===== src/rtl/count_event_stamper.sv =====
// Timestamp capture stage: stamps event_in rising edges with the free-running
// count plus a wrap flag, queued in a FWFT FIFO drained over valid/ready.
module count_event_stamper #(
    parameter int CW    = 16,
    parameter int DEPTH = 4
) (
    input  logic                     clock,
    input  logic                     resetN,
    input  logic [CW-1:0]            count,
    input  logic                     event_in,
    input  logic                     ts_ready,
    input  logic                     clear_ovf,
    output logic                     ts_valid,
    output logic [CW-1:0]            ts_data,
    output logic                     ts_wrap,
    output logic                     overflow,
    output logic [$clog2(DEPTH):0]   level
);

    localparam int AW = $clog2(DEPTH);
    localparam logic [AW:0] PTR_ONE = {{AW{1'b0}}, 1'b1};

    logic          event_d;
    logic [CW-1:0] prev_count;
    logic          wrap_pend;
    logic [AW:0]   wr_ptr;
    logic [AW:0]   rd_ptr;
    logic [AW:0]   level_q;
    logic [AW:0]   level_nx;
    logic          valid_q;
    logic          ovf_q;
    logic [CW:0]   mem [DEPTH];
    logic [CW:0]   head;

    logic cap;
    logic wrap_now;
    logic full;
    logic pop;
    logic push;
    logic drop;

    assign cap      = event_in & ~event_d;
    assign wrap_now = (count < prev_count);
    assign full     = (wr_ptr[AW] != rd_ptr[AW]) &&
                      (wr_ptr[AW-1:0] == rd_ptr[AW-1:0]);
    assign pop      = valid_q & ts_ready;
    // A pop in the same cycle frees the slot, so a full FIFO can still accept.
    assign push     = cap & (~full | pop);
    assign drop     = cap & ~push;

    always_comb begin
        level_nx = level_q;
        if (push && !pop) begin
            level_nx = level_q + PTR_ONE;
        end else if (pop && !push) begin
            level_nx = level_q - PTR_ONE;
        end
    end

    always_ff @(posedge clock or negedge resetN) begin
        if (!resetN) begin
            event_d    <= 1'b0;
            prev_count <= '0;
            wrap_pend  <= 1'b0;
            wr_ptr     <= '0;
            rd_ptr     <= '0;
            level_q    <= '0;
            valid_q    <= 1'b0;
            ovf_q      <= 1'b0;
        end else begin
            event_d    <= event_in;
            prev_count <= count;
            wrap_pend  <= push ? 1'b0 : (wrap_pend | wrap_now);
            if (push) begin
                wr_ptr <= wr_ptr + PTR_ONE;
            end
            if (pop) begin
                rd_ptr <= rd_ptr + PTR_ONE;
            end
            level_q <= level_nx;
            valid_q <= (level_nx != '0);
            if (drop) begin
                ovf_q <= 1'b1;
            end else if (clear_ovf) begin
                ovf_q <= 1'b0;
            end
        end
    end

    always_ff @(posedge clock) begin
        if (push) begin
            mem[wr_ptr[AW-1:0]] <= {wrap_pend | wrap_now, count};
        end
    end

    assign head     = mem[rd_ptr[AW-1:0]];
    assign ts_valid = valid_q;
    assign ts_data  = valid_q ? head[CW-1:0] : '0;
    assign ts_wrap  = valid_q ? head[CW] : 1'b0;
    assign overflow = ovf_q;
    assign level    = level_q;

endmodule


===== config.mk =====
export PLATFORM = sky130hd
export DESIGN_NAME = count_event_stamper
export DESIGN_NICKNAME = d
export VERILOG_FILES = /design/src/rtl/count_event_stamper.sv
export SDC_FILE = /design/constraint.sdc
export NUM_CORES = 1
export LEC_CHECK = 0
export BUFFER_PORTS_ARGS = -buffer_cell sky130_fd_sc_hd__buf_2
export CORE_MARGIN = 4
export CORE_UTILIZATION = 48
export DETAILED_ROUTE_END_ITERATION = 10
export HOLD_SLACK_MARGIN = 0.02
export PLACE_DENSITY_LB_ADDON = 0.12
export SLEW_MARGIN = 20
export SYNTH_ARGS = -nofsm -noshare
export SYNTH_HDL_FRONTEND = slang
export SYNTH_SLANG_ARGS = --single-unit

===== constraint.sdc =====
create_clock -name clock -period 3.1 [get_ports clock]
set_clock_uncertainty 0.2 [all_clocks]
set_input_delay 0.31 -clock clock [delete_from_list [all_inputs] [get_ports clock]]
set_output_delay 0.31 -clock clock [all_outputs]
set_load 0.01 [all_outputs]

Yosys cells after proc, flatten, opt, wreduce, memory -nomap -nowiden. Memories as Yosys holds them, arrays and structs flattened. Cells that the tools add are included.

$add $sub $neg: 4. Magnitude comparators: 1. Eq/ne operators: 2. Muxes and demuxes: 9. Bitwise logic cells: 9. Reductions and logical operators: 7.

Operators with widths (number): $lt A16 B16 Y1 (1); $mux W16 (1); $add A3 B1 Y3 const B (3); $mux W1 (6); $mux W3 (2); $and A1 B1 Y1 (4); $logic_and A1 B1 Y1 (3); $not A1 Y1 (3); $reduce_bool A3 Y1 (1); $sub A3 B1 Y3 const B (1); $eq A2 B2 Y1 (1); $logic_not A1 Y1 (2); $or A1 B1 Y1 (2); $reduce_bool A2 Y1 (1); $ne A1 B1 Y1 (1).

Register bits: 29. Memory bits (writable): 68. Memories kept: 1.

Memory list: mem (depth 4, width 17, read ports 1, clocked after Yosys merged registers in 0, wr ports 1, line 32) `logic [CW:0] mem [DEPTH];`.

Depth between registers and ports, before layout. Gate-level depths: netlist of run 1.

Word-level depth: 10. Gate-level depth with buffers: 7. Gate-level depth less buffers: 7.

Least setup slack after synthesis of run 1. OpenSTA, ideal clock, no wires.

Path type: register to register. Start point: register rd_ptr[1]. End point: memory mem[3][0] (netlist bit), enable pin. Library setup time: 0.376 ns. Data arrival time: 1.579 ns. Slack: 0.944 ns. Stages on the path, launching flop included: 6. Cells stage by stage: dfrtp_1 buf_4 xnor2_1 nand3_1 o21a_1 and2_1.

Cells in the longest elaborated chain, start to end: 7.

RTL lines: start, declared (line 27) `logic [AW:0] rd_ptr;`; start signal, assigned (line 78) `rd_ptr <= rd_ptr + PTR_ONE;`; $eq A2 B2 Y1 (line 45) `(wr_ptr[AW-1:0] == rd_ptr[AW-1:0]);`; $logic_and A1 B1 Y1 (line 44) `assign full = (wr_ptr[AW] != rd_ptr[AW]) &&`; $not A1 Y1 (line 48) `assign push = cap & (~full | pop);`; $or A1 B1 Y1 (line 48); $and A1 B1 Y1 (line 48); $mux W1 (line 91) `if (push) begin`; $mux W1 (not written as such) (line 92) `mem[wr_ptr[AW-1:0]] <= {wrap_pend | wrap_now, count};`; end, declared (line 32).

Every way passes these cells.

Worst setup path after layout of run 1.
Start point: register rd_ptr[0]. End point: output port ts_wrap.

Cells in the longest elaborated chain, start to end: 2.

RTL lines: $mem_v2 Z4 W17; $mux W1 (line 99) `assign ts_wrap = valid_q ? head[CW] : 1'b0;`; end, declared (line 15) `output logic ts_wrap,`.

Every way passes these cells.

==> results by group, run 1 <==
CTS
  – Clock sinks: 97
  – Clk buf depth: 2
  – Cts repair resizes: 0
  – CTS Buf Count: 9
  – CTS root buffer: clkbuf_8
  – Reg clk slew, reported paths: 80 ps
  – Worst-Skew Late Latency: 350 ps
  – Hold-fix buffers at CTS: 19
  – TritonCTS clock tree: yes
  – # H-tree levels: 3
  – Buffer count from post-CTS setup fixing: 0

Drt
  – Via/cell ratio: 5.20
  – WL final: 7300 um
  – Via count: 2,240
  – Routed len/inst: 16.9 um
  – Pre-antenna DRT Iters: 4
  – Detail Route Antenna Nets: 0
  – # DRC: 0
  – Starting DRT DRC Count: 73

Yosys
  – Synth Flop Type: edfxtp_1
  – Synth Instances: 249
  – Largest area contributor in the netlist: edfxtp_1
  – Most common cell in the synthesized netlist: edfxtp_1
  – Yosys warns: 0
  – Syn nets: 292
  – Top-area cell type share of the netlist area: 49.7%
  – Synth top cells by count: 68 x edfxtp_1, 29 x dfrtp_1, 22 x ha_1
  – EDFF count, synth: 68
  – Number of library cell types mapped by synthesis: 40
  – Cell area after synthesis: 0.00411 mm2
  – Register area share after synthesis: 67.3%
  – Avg Cell Area, Syn: 16.5 um2
  – Synth Register Bits: 97
  – Most area-consuming cells after synthesis: edfxtp_1 50%, dfrtp_1 18%, mux4_2 9.3%
  – Asr flop ratio synth: 29.9%

Place
  – RD Place Congestion: 0.781
  – Port Buffers: 42
  – DP HPWL: 4600 um
  – Pre-CTS setup slack: 819 ps
  – Placed cell areas: 0.00451 mm2

Cells and area
  – Layout cell share with drive strength beyond 1: 28.2%
  – Synthesis-to-layout area growth: 19.1%
  – Diodes inserted: 0
  – Filler cells: 649
  – Fin area: 0.00489 mm2
  – Nets@finish: 366
  – Final core utilization: 59.3%

Die
  – Die X: 101 um
  – # IOs: 43
  – Site Rows: 33
  – Die Y-Extent: 101 um
  – Core area: 0.00826 mm2
  – DIE AREA: 0.0101 mm2
  – Initial Util: 49.8%

Min path
  – Hold wc startpoint: ts_ready
  – Hold EP: rd_ptr[0]$_DFFE_PN0P_
  – Hold/Removal Path Class: input pin to flip-flop
  – WHS Path Cells: 3

Global route
  – Total grt overflow: 0
  – Pin count of the biggest net entering global routing: 30
  – First-pass GRT wire length: 12,100 um
  – Gr usage total: 16.1%
  – Initial antenna violation count: 0
  – Vias in the first global route: 2,317

Timing
  – PnR worst setup slack: 586 ps
  – Minimum clock period: 2510 ps
  – Tcrit/Tclk final: 81.1%
  – Final Slew Violations: 0
  – RSZ-0062 raised after global routing: false
  – Fmax: 398 MHz
  – Worst Tran Pin Value: 722 ps
  – Slew headroom: 51.9%
  – Final setup viols: 0
  – Final hold vios: 0
  – Setup TNS: 0 ps

Power
  – Sequential power share: 44.5%
  – P_int: 0.00265 W
  – Maximum vdd drop: 0.374 mV
  – Sw Share: 29.5%
  – Power Density: 768 mW/mm2
  – Comb pwr share: 33.2%
  – Clock share of power: 22.2%
  – Lkg Pwr: 1.96 nW
  – Net switching power figure: 0.00111 W
  – Total power: 0.00376 W

Worst setup path
  – Critical Path Fanout Max: 19
  – Reg2Reg Depth: 6
  – Crit path DAT: 2000 ps
  – Crit path launch type: flip-flop
  – FF-to-FF End: mem[3][16]$_DFFE_PP_
  – CP Capture Type: primary output
  – CP Class: flip-flop to primary output
  – Critical Path RT: 2590 ps
  – Critical R2R Launch: prev_count[7]$_DFF_PN0_
  – R2R setup slack: 910 ps

Run status
  – Status: completed

Job
  – Maxcap violations: 0
-- stage by stage --
stage / hold slack [ps] / std cells
final: 118 / 431
after CTS: 101 / 431
after global placement: 209 / 398
after floorplan: -186 / 249
after detailed placement: 204 / 398
after global routing: 131 / 431
-- kinds of logic after synthesis --
kind of cell | count (synthesis) | share of synthesized area, %
and+or+nand+nor | 50 | 7.24
AOI/OAI and AO/OA | 27 | 4.54
DFF | 97 | 67.3
buffers and inverters | 27 | 2.95
muxes | 17 | 9.32
adders and majority gates | 22 | 6.70
xor gates and xnor gates | 9 | 1.92
-- worst max-delay path, stage by stage, from the launching register on --
cell and delay, ps:
dfrtp_1 380, buf_4 380, mux4_2 570, and2_2 200, buf_2 130
-- registers in the layout, summed over array words and instances (netlist names) --
signal,count
wrap_pend,1
rd_ptr,3
ts_valid,1
overflow,1
mem,68
wr_ptr,3
event_d,1
level,3
prev_count,16
-- metal layers --
metal	track usage (%)	share of wire [%]
met5	0	0
met4	6.22	1.7
met3	2.91	4.1
met2	25.2	48
met1	22.6	46
-- power by group through the flow --
stage	combinational (W)	clock [W]	sequential, W
3_3_place_gp	0.00125	0	0.00170
4_1_cts	0.00128	0.000862	0.00167
5_1_grt	0.00139	0.000917	0.00169
6_report	0.00125	0.000836	0.00167
3_5_place_dp	0.00126	0	0.00170
2_1_floorplan	0.000848	0	0.00170
-- cell type report --
type / count / area [um2] / share of cell area [%]
timing repair buffer: 69 / 498 / 10.2
sequential: 97 / 2770 / 56.6
clock inverter: 5 / 72.6 / 1.48
multi-input combinational: 125 / 1220 / 25.0
clock buffer: 9 / 124 / 2.53
tap: 105 / 131 / 2.68
inverter: 21 / 78.8 / 1.61
-- worst max path at each step --
stage	from	slack, ps	end
after floorplan	rd_ptr[1]$_DFFE_PN0P_	940	mem[3][0]$_DFFE_PP_
after global placement	count[7]	880	mem[0][16]$_DFFE_PP_
after detailed placement	count[7]	820	mem[1][16]$_DFFE_PP_
after CTS	rd_ptr[0]$_DFFE_PN0P_	530	ts_wrap
after global routing	rd_ptr[0]$_DFFE_PN0P_	440	ts_wrap
final	rd_ptr[0]$_DFFE_PN0P_	590	ts_wrap
-- layout by cell type, fill, tap and decap left out, drive strengths merged, types with 2 or more instances in the layout --
master       synthesis  final
ha                  22     22
o21a                 2      2
nor2                 4      4
nand2               11     11
mux4                17     17
a211oi               2      2
edfxtp              68     68
o21bai               2      2
buf                  5     50
inv                 21     21
nand2b               2      2
dfrtp               29     29
bufinv               0      2
xor2                 2      2
and2                22     22
nor2b                2      2
clkinv               0      3
a21oi                8      8
o21ai                6      6
and3                 4      4
clkbuf               1      9
xnor2                7      7
dlygate4sd3          0     19
Power figures use the tool's default switching activity.
==> run 2: changes to the inputs <==
- clock period: 3.1 -> 2.2 ns (I/O delays scaled with it)
==> results by group, run 2 (synthesis gave the netlist of run 1 again) <==
Power
  – Power Density: 1140 mW/mm2
  – Total power: 0.00581 W
  – Maximum vdd drop: 0.543 mV
  – Lkg Pwr: 2.06 nW

CTS
  – Worst-Skew Late Latency: 360 ps
  – TritonCTS clock tree: yes
  – Clock sinks: 97
  – # H-tree levels: 3
  – Clk buf depth: 2
  – Reg clk slew, reported paths: 90 ps
  – CTS root buffer: clkbuf_8
  – CTS Buf Count: 9

Timing
  – Worst Tran Pin Value: 720 ps
  – Final setup viols: 1
  – Final Slew Violations: 0
  – Tcrit/Tclk final: 100%
  – Setup TNS: -1.56 ps
  – Minimum clock period: 2200 ps
  – Final hold vios: 0
  – Slew headroom: 52.0%
  – Fmax: 454 MHz
  – RSZ-0062 raised after global routing: true
  – PnR worst setup slack: -1.56 ps

Global route
  – Pin count of the biggest net entering global routing: 30
  – Vias in the first global route: 2,329
  – Gr usage total: 16.6%
  – Total grt overflow: 0
  – Initial antenna violation count: 0
  – First-pass GRT wire length: 12,400 um

Worst setup path
  – Crit path DAT: 1780 ps
  – Delay-heaviest family, CP: multiplexers
  – Worst-path cell chain: buf_8, mux4_2, and2_4, buf_6
  – CP Capture Type: primary output
  – Critical path depth: 4
  – Crit path launch type: flip-flop
  – Reg2Reg Depth: 7
  – Critical Path Fanout Max: 5
  – Critical path origin: rd_ptr[0]$_DFFE_PN0P_
  – Critical Path RT: 1780 ps
  – Crit-path slowest cell: mux4_2
  – Buf/Inv on CP: 2
  – Critical R2R Launch: rd_ptr[0]$_DFFE_PN0P_
  – FF-to-FF End: mem[0][14]$_DFFE_PP_
  – CP Class: flip-flop to primary output
  – R2R setup slack: 120 ps
  – Critical Path Sink: ts_data[7]
  – Crit path largest cell delay: 510 ps

Die
  – DIE AREA: 0.0101 mm2
  – Die X: 101 um
  – Die Y-Extent: 101 um
  – Initial Util: 49.8%
  – Site Rows: 33
  – # IOs: 43
  – Core area: 0.00826 mm2

Drt
  – Via count: 2,254
  – Routed len/inst: 17.2 um
  – Pre-antenna DRT Iters: 4
  – Detail Route Antenna Nets: 0
  – Via/cell ratio: 5.11
  – # DRC: 0
  – WL final: 7570 um
  – Starting DRT DRC Count: 146

Run status
  – Status: complete, but fails checks
  – Failing checks: setup timing

Cells and area
  – Commonest non-fill, non-tap cell in the layout: edfxtp_1
  – Diodes inserted: 0
  – Fin area: 0.00511 mm2
  – Nets@finish: 374
  – Max reg flops: 68
  – Final non-filler cell total: 441
  – Synthesis-to-layout area growth: 24.4%
  – Most frequent cells in the layout: 68 x edfxtp_1, 28 x dfrtp_1, 28 x buf_2
  – Layout cell share with drive strength beyond 1: 34.2%

Min path
  – Hold wc startpoint: count[14]
  – Hold/Removal Path Class: input pin to flip-flop

Job
  – Maxcap violations: 0

Place
  – Port Buffers: 42
  – DP HPWL: 4570 um
  – Placed cell areas: 0.00453 mm2
  – RD Place Congestion: 0.720
  – Placed instance count: 401
## run 2: power by group
part           switching (W)  internal (W)  leakage [nW]
registers           0.000150       0.00223         0.954
logic               0.000959       0.00130          1.01
clock network       0.000626      0.000542        0.0990
total                0.00173       0.00407          2.06
## run 2: metrics by stage
stage / hold slack [ps] / worst slack (ps) / util, %
3_3_place_gp: 118 / 117 / 54.8
6_report: 225 / -1.56 / 61.9
5_1_grt: 257 / -76.1 / 61.9
3_5_place_dp: 113 / 34.2 / 54.8
4_1_cts: 207 / -80.7 / 60.8
2_1_floorplan: -276 / 44.4 / -
## run 2: final cells by class
| cell class | instances | area (um2) |
|---|---|---|
| inverter | 21 | 78.8 |
| fill | 626 | 3140 |
| clock buffer | 10 | 128 |
| clock inverter | 6 | 75.1 |
| timing repair buffer | 77 | 667 |
| sequential | 97 | 2770 |
| multi-input combinational | 125 | 1270 |
| tap | 105 | 131 |
## run 2: worst min-delay path by stage
stage	to	cells after the start
after detailed placement	prev_count[3]$_DFF_PN0_	1
after global routing	wrap_pend$_DFF_PN0_	5
after CTS	wrap_pend$_DFF_PN0_	5
after global placement	prev_count[3]$_DFF_PN0_	1
final	wrap_pend$_DFF_PN0_	5
after floorplan	event_d$_DFF_PN0_	0
## run 2: worst register-to-register path, delay by kind of cell (launching register included)
kind	cells	cell delay, ps
buffers and inverters	3	510
flip-flops	1	480
AO/OA/AOI/OAI	1	190
XOR/XNOR	1	120
AND/OR/NAND/NOR	2	280
## run 2: what timing repair did
action                                 in CTS  in global routing
resized for setup                           3                 42
pin swaps                                   0                  3
endpoints found under the hold margin     112                  0
setup endpoints to repair                  17                 34
buffers inserted                            4                  1
hold buffers                               20                  0
gates cloned                                2                  0
## run 2: per-layer routing
layer / wire length [um] / track usage, % / part of all wire, % / vias up
li1: - / - / - / 1082
met1: 3350 / 22.8 / 44 / 1122
met2: 3820 / 26.6 / 51 / 42
met3: 278 / 2.77 / 3.7 / 8
met4: 116 / 6.84 / 1.5 / 0
met5: 0 / 0 / 0 / -
